===== src/rtl/fetch_ctrl_pkg.sv =====
// Shared CPU definitions: fetch FSM state encoding and the halt instruction word.
package fetch_ctrl_pkg;

   typedef enum logic [1:0] {
      ST_IDLE   = 2'd0,
      ST_RUN    = 2'd1,
      ST_HALTED = 2'd2
   } fetch_state_e;

   localparam int HALT_WORD_W = 9;
   localparam logic [HALT_WORD_W-1:0] HALT_WORD = '1;

endpackage : fetch_ctrl_pkg


===== src/rtl/fetch_ctrl.sv =====
// Instruction fetch controller: drives the external ROM address, buffers one
// instruction for decode with a valid/ready handshake, and handles redirects and halt.
module fetch_ctrl
   import fetch_ctrl_pkg::*;
#(
   parameter int A = 10,
   parameter int W = 9
) (
   input  logic          CLK,
   input  logic          reset_n,
   input  logic          start,
   input  logic [A-1:0]  start_addr,
   output logic [A-1:0]  InstAddress,
   input  logic [W-1:0]  InstOut,
   output logic          inst_valid,
   input  logic          inst_ready,
   output logic [W-1:0]  inst_q,
   output logic [A-1:0]  inst_pc,
   input  logic          redirect_valid,
   input  logic [A-1:0]  redirect_target,
   output logic          done,
   output logic [15:0]   inst_count
);

   // The halt word is all ones, so replicating one of its bits yields it at width W.
   localparam logic [W-1:0] HALT_W = {W{HALT_WORD[0]}};

   fetch_state_e  state_q, state_d;
   logic [A-1:0]  pc_q, pc_d;
   logic [W-1:0]  word_q, word_d;
   logic [A-1:0]  wpc_q, wpc_d;
   logic          valid_q, valid_d;
   logic [15:0]   count_q, count_d;

   logic          handshake;
   logic [15:0]   count_inc;

   assign handshake = valid_q & inst_ready;
   assign count_inc = (count_q == 16'hFFFF) ? count_q : count_q + 16'd1;

   always_ff @(posedge CLK or negedge reset_n) begin
      if (!reset_n) begin
         state_q <= ST_IDLE;
         pc_q    <= '0;
         word_q  <= '0;
         wpc_q   <= '0;
         valid_q <= 1'b0;
         count_q <= '0;
      end else begin
         state_q <= state_d;
         pc_q    <= pc_d;
         word_q  <= word_d;
         wpc_q   <= wpc_d;
         valid_q <= valid_d;
         count_q <= count_d;
      end
   end

   always_comb begin
      state_d = state_q;
      pc_d    = pc_q;
      word_d  = word_q;
      wpc_d   = wpc_q;
      valid_d = valid_q;
      count_d = count_q;

      // Priority: restart, then redirect (discarding the buffer uncounted), then normal flow.
      if (start) begin
         pc_d    = start_addr;
         valid_d = 1'b0;
         count_d = '0;
         state_d = ST_RUN;
      end else if (state_q != ST_IDLE && redirect_valid) begin
         pc_d    = redirect_target;
         valid_d = 1'b0;
         state_d = ST_RUN;
      end else begin
         case (state_q)
            ST_RUN: begin
               if (handshake) begin
                  count_d = count_inc;
               end
               if (!valid_q || handshake) begin
                  word_d  = InstOut;
                  wpc_d   = pc_q;
                  valid_d = 1'b1;
                  pc_d    = pc_q + 1'b1;
                  if (InstOut == HALT_W) begin
                     state_d = ST_HALTED;
                  end
               end
            end
            ST_HALTED: begin
               if (handshake) begin
                  valid_d = 1'b0;
                  count_d = count_inc;
               end
            end
            default: ;
         endcase
      end
   end

   assign InstAddress = pc_q;
   assign inst_valid  = valid_q;
   assign inst_q      = word_q;
   assign inst_pc     = wpc_q;
   assign inst_count  = count_q;
   assign done        = (state_q == ST_HALTED) && !valid_q;

endmodule : fetch_ctrl


===== config.mk =====
export PLATFORM = sky130hd
export DESIGN_NAME = fetch_ctrl
export DESIGN_NICKNAME = d
export VERILOG_FILES = /design/src/rtl/fetch_ctrl_pkg.sv /design/src/rtl/fetch_ctrl.sv
export SDC_FILE = /design/constraint.sdc
export NUM_CORES = 1
export LEC_CHECK = 0
export ABC_AREA = 1
export BUFFER_PORTS_ARGS = -buffer_cell sky130_fd_sc_hd__clkbuf_2
export CORE_ASPECT_RATIO = 0.75
export CORE_MARGIN = 3
export CORE_UTILIZATION = 35
export CTS_BUF_LIST = sky130_fd_sc_hd__clkbuf_4
export DETAILED_ROUTE_END_ITERATION = 10
export SYNTH_ARGS = -nofsm -noshare
export SYNTH_HDL_FRONTEND = slang
export SYNTH_SLANG_ARGS = --single-unit

===== constraint.sdc =====
create_clock -name CLK -period 1.6 [get_ports CLK]
set_input_delay 0.24 -clock CLK [delete_from_list [all_inputs] [get_ports CLK]]
set_output_delay 0.24 -clock CLK [all_outputs]
set_load 0.05 [all_outputs]

---- Word-level counts from Yosys, hierarchy flattened ----
Cells that the tools add are included.
operators by class
  add/subtract/negate cells ............... 2
  eq/ne operators ......................... 8
  multiplexer cells ....................... 19
  bitwise gates (word level) .............. 3
  reductions and logical operators ........ 17
operator list
  operator                                                          number
  16-bit 2-to-1 mux                                                 5
  10-bit 2-to-1 mux                                                 4
  16-bit by 1-bit adder with 16-bit output (second input constant)  1
  16-bit == test (second input constant)                            1
  10-bit by 1-bit adder with 10-bit output (second input constant)  1
  2-bit 2-to-1 mux                                                  5
  9-bit == test (second input constant)                             1
  3-bit nonzero test                                                3
  4-bit != test (second input constant)                             2
  4-bit AND reduction                                               2
  3-bit AND reduction                                               2
  2-bit nonzero test                                                3
  1-bit 2-to-1 mux                                                  4
  2-bit != test (second input constant)                             2
  4-bit nonzero test                                                1
  2-bit by 1-bit == test with 1-bit output (second input constant)  1
  2-bit == test (second input constant)                             1
  1-bit logical AND                                                 2
  1-bit NOT                                                         2
  1-bit case mux with 2 select lines                                1
  2-bit AND reduction                                               1
  2-bit OR reduction                                                1
  1-bit bitwise AND                                                 1
  1-bit zero test                                                   1
  1-bit logical OR                                                  1
word-level totals
  register bits ........................... 48
  bits of input ports ..................... 34
  output and inout port bits .............. 47
  word-level logic and storage cells ...... 55

---- Logic depth before layout (Yosys ltp) ----
  word-level depth ........................ 6
  mapped depth ............................ 11

---- Worst setup path after synthesis ----
OpenSTA, ideal clock, no wires.
  path type ............................... register to register
  start point ............................. reg count_q[0], in the netlist inst_count[0]
  end point ............................... reg count_q[5], in the netlist inst_count[5]
  data arrival time ....................... 1.808 ns
  required time ........................... 1.472 ns
  setup slack ............................. -0.335 ns
  cell stages (with the launch flop) ...... 11
  buffers on the path ..................... 2
  path through ............................ dfrtp_1 ha_1 nand2_1 nor2_2 nand2_2 nor2_1 nand2_1 nand2_2 buf_6 buf_6 o21ai_0
on the way
  word-level cells in the longest chain between the ends .. 6
  elaborated cells on any way between the ends .. 9
ends and longest elaborated chain
  what                                      line                                text
  start: declaration                        fetch_ctrl.sv:33                    logic [15:0] count_q, count_d;
  start signal: assignment                  fetch_ctrl.sv:55                    count_q <= count_d;
  16-bit by 1-bit adder with 16-bit output  fetch_ctrl.sv:39                    assign count_inc = (count_q == 16'hFFFF) ? count_q : count_q + 16'd1;
  16-bit 2-to-1 mux                         fetch_ctrl.sv:39
  16-bit 2-to-1 mux                         fetch_ctrl.sv:80, fetch_ctrl.sv:94
  16-bit 2-to-1 mux                         n/a
  16-bit 2-to-1 mux                         fetch_ctrl.sv:73                    end else if (state_q != ST_IDLE && redirect_valid) begin
  16-bit 2-to-1 mux                         fetch_ctrl.sv:68                    if (start) begin
Parallel ways exist; a longest one is shown, timed or not. The select of a mux whose other input is x is not followed.
A chain may end at the register's enable or synchronous reset.

---- Final worst setup path ----
  start point ............................. reg state_q[0]
  end point ............................... out done
on the way
  word-level cells in the longest chain between the ends .. 2
ends and longest elaborated chain
  what                      line               text
  start: declaration        fetch_ctrl.sv:28   fetch_state_e state_q, state_d;
  start signal: assignment  fetch_ctrl.sv:50   state_q <= state_d;
  2-bit == test             fetch_ctrl.sv:109  assign done = (state_q == ST_HALTED) && !valid_q;
  1-bit logical AND         fetch_ctrl.sv:109
  end: declaration          fetch_ctrl.sv:21   output logic done,
Every way passes these cells.

==> reports/qor.yml <==
max-vdd-ir-drop_mv: 0.464
path_max_fanout: 4
netlist_area_um2: 2650
post_synth_main_area_contributors: "sky130_fd_sc_hd__dfrtp_1, sky130_fd_sc_hd__nand2_1, sky130_fd_sc_hd__o21ai_0, sky130_fd_sc_hd__nand3_1, sky130_fd_sc_hd__inv_1"
initial_core_util: 0.374
report.final.hold_viol_count: 0
post-place-cells: 539
die_w_um: 107
clock_slew_at_reported_path_ffs_ns: 0.15
achievable-frequency_mhz: 629
cts_buffer_depth: 2
critical-path-top-cell-by-count: "sky130_fd_sc_hd__inv_2"
worst_skew_pair.late_latency_ns: 0.36
grt_use_total: 0.180
gp_routability_congestion: 0.835
drc_markers: 0
timing.max_slew.rel_slack: 0.778
ys.warnings.count: 0
post_drt_via_cell_ratio: 4.89
routedWlPerCell_um: 13.7
fin_cells: 556
maxCapViolCount: 0
tritoncts.num_buffers: 5
hold_ws_ns: 0.0966
criticalPathCategory: "reg2out"
detail_route.wirelength_um: 7640
cts_sinks: 48
detailroute.via_count: 2717
boundaryPins: 81
pin_count_of_the_biggest_net_entering_global_routing: 49
htree_num_levels: 2
tritoncts: "yes"
grt_antenna_before_repair: 0
detailedRoute.firstPassIterationCount: 4
area_delta_synth_final_pct: 38.9
coreArea_um2: 7090
syn_area_per_cell_um2: 7.63
min-delay-path-class: "in2reg"
critical_path.reg2reg.startpoint: "state_q[0]"
finalMaxSlewViolations: 0
multi_input_area_um2: 1410
worst_path_largest_cell_delay_ns: 0.45
finish.net_count: 496
setup_violations: 0
layout.filler_cells: 716
fin_setup_tns_ns: 0
critical_path_source: "state_q[0]"
worst-r2r-cell-count: 9
grt_pass1_vias: 2531
cp_slowest_cell: "sky130_fd_sc_hd__dfrtp_1"
min_period_ns: 1.59
yosysTopAreaCell: "sky130_fd_sc_hd__dfrtp_1"
cellLeakagePower_nw: 1.82
path_cells: "inv_2 > ha_4 > inv_2 > nor2_4 > buf_8"
drt_first_iter_violations: 183
fin_ws_ns: 0.0101
min_path_cells: 3
rsz_0062_raised_after_global_routing: "yes"
place_area_um2: 3350
row_count: 26
numPortBuffers: 80
p_per_area_nw_per_um2: 883
syn-instance-count: 348
ys_seq_elements: 48
pre_cts_ws_ns: -0.0549
die_span_in_y_um: 81.4
cp_launch_type: "flop"
arrival_time_reported_for_the_critical_path_endpoint_ns: 1.35
grt_overflow_total: 0
finish.instance_area_um2: 3690
dpl.hpwl_um: 5610
ys_seq_area_frac: 0.453
postSynthNetCount: 387
post_route_cells_drive_above_1_share: 0.389
grt_pass1_wl_um: 12500
clock-root-buffer: "sky130_fd_sc_hd__clkbuf_4"
ant_nets: 0
status: "complete, no violations"
post_synth_cell_types: 25
worstPathRequired_ns: 1.36
final_min_period_over_clock_period: 0.994
min_from: "InstOut[2]"
fin_worst_skew_ns: 0.00505
dieArea_um2: 8670
synth_top_cell_area_share: 0.453
critPathCaptureType: "output pin"
tightest_slew_ns: 0.331
seq_area_um2: 1220
n_antenna_cell: 0
## final timing paths
path / endpoint / slack (ns)
max: done / 0.01
min: inst_q[2] / 0.1
max reg2reg: inst_q[7] / 0.03
min reg2reg: inst_pc[7] / 0.51
max in group asynchronous: inst_count[6] / 0.99
min in group asynchronous: inst_count[15] / 0.38
## kinds of logic after synthesis
kind of cell,Yosys count,share of synthesized area
buf+inv,46,0.0735
mux,7,0.0297
simple gates,181,0.284
xor+xnor,7,0.0231
fa+ha+maj,5,0.0236
flops,48,0.453
compound gates,54,0.114
## layout make-up
cell class,instances,area share
multi-input cells,254,0.381
flip-flops and latches,48,0.331
clock buffers,5,0.0102
clock inverters,3,0.0115
well taps,98,0.0333
inverters,37,0.0377
repair buffers,111,0.196
## layout by cell type, fill, tap and decap left out, drive strengths merged
cell	instances
nand2	104
clkbuf	84
dfrtp	48
inv	37
nor2	35
o21ai	31
buf	31
nand3	30
a22oi	10
a21oi	10
nand4	8
mux2	7
xor2	6
ha	5
nor3	3
o31ai	1
o211ai	1
xnor2	1
or2	1
a31oi	1
clkinvlp	1
clkinv	1
bufinv	1
dlygate4sd3	1
## metal layers
metal,global-route usage,share of wire,vias up
met3,0.0251,0.055,7
met5,0,0,-
met4,0.0345,0.0082,0
met2,0.279,0.45,80
li1,-,-,1363
met1,0.272,0.49,1267
## registers in the layout, summed over array words and instances (netlist names)
name / flops
inst_count: 16
InstAddress: 10
inst_pc: 10
inst_valid: 1
inst_q: 9
state_q: 2
## Yosys cell counts
master	number
sky130_fd_sc_hd__nor2_2	2
sky130_fd_sc_hd__buf_2	3
sky130_fd_sc_hd__nand3_1	30
sky130_fd_sc_hd__clkbuf_1	3
sky130_fd_sc_hd__ha_1	5
sky130_fd_sc_hd__xor2_1	6
sky130_fd_sc_hd__o21ai_0	31
sky130_fd_sc_hd__o31ai_1	1
sky130_fd_sc_hd__buf_6	2
sky130_fd_sc_hd__inv_1	36
sky130_fd_sc_hd__nand4_1	8
sky130_fd_sc_hd__xnor2_1	1
sky130_fd_sc_hd__dfrtp_1	48
sky130_fd_sc_hd__inv_2	1
sky130_fd_sc_hd__nor3_1	3
sky130_fd_sc_hd__mux2_2	7
sky130_fd_sc_hd__or2_2	1
sky130_fd_sc_hd__nor2_1	33
sky130_fd_sc_hd__o211ai_1	1
sky130_fd_sc_hd__nand2_1	102
sky130_fd_sc_hd__a22oi_1	10
sky130_fd_sc_hd__a21oi_1	10
sky130_fd_sc_hd__nand2_2	2
sky130_fd_sc_hd__a31oi_1	1
sky130_fd_sc_hd__buf_4	1
## power by group
group	switching (mW)	leakage, nW	total (mW)	internal [mW]
Sequential	0.117	0.590	1.46	1.34
Clock	0.411	0.0412	0.737	0.326
Combinational	0.753	1.18	1.06	0.305
Total	1.28	1.82	3.25	1.97
## critical path: cells and delay by family (launching register included)
family        cells  cell delay (ns)
fa+ha+maj         1             0.14
flops             1             0.45
simple gates      1             0.08
buf+inv           3             0.31
## per-stage QoR
stage | utilization | power, mW
after floorplan | - | 2.15
after global placement | 0.473 | 2.46
after detailed placement | 0.473 | 2.47
after CTS | 0.504 | 3.24
after global routing | 0.520 | 3.43
final | 0.520 | 3.25
## repair_timing
action                                  in CTS  in global routing
endpoints found under the setup margin      13                 47
pin swaps                                    2                 12
hold endpoints to repair                    48                  0
hold buffers                                 1                  0
resized for setup                           16                 53
buffers inserted                             4                  3
cloned                                       2                  0
(Power assumes the default switching activity.)
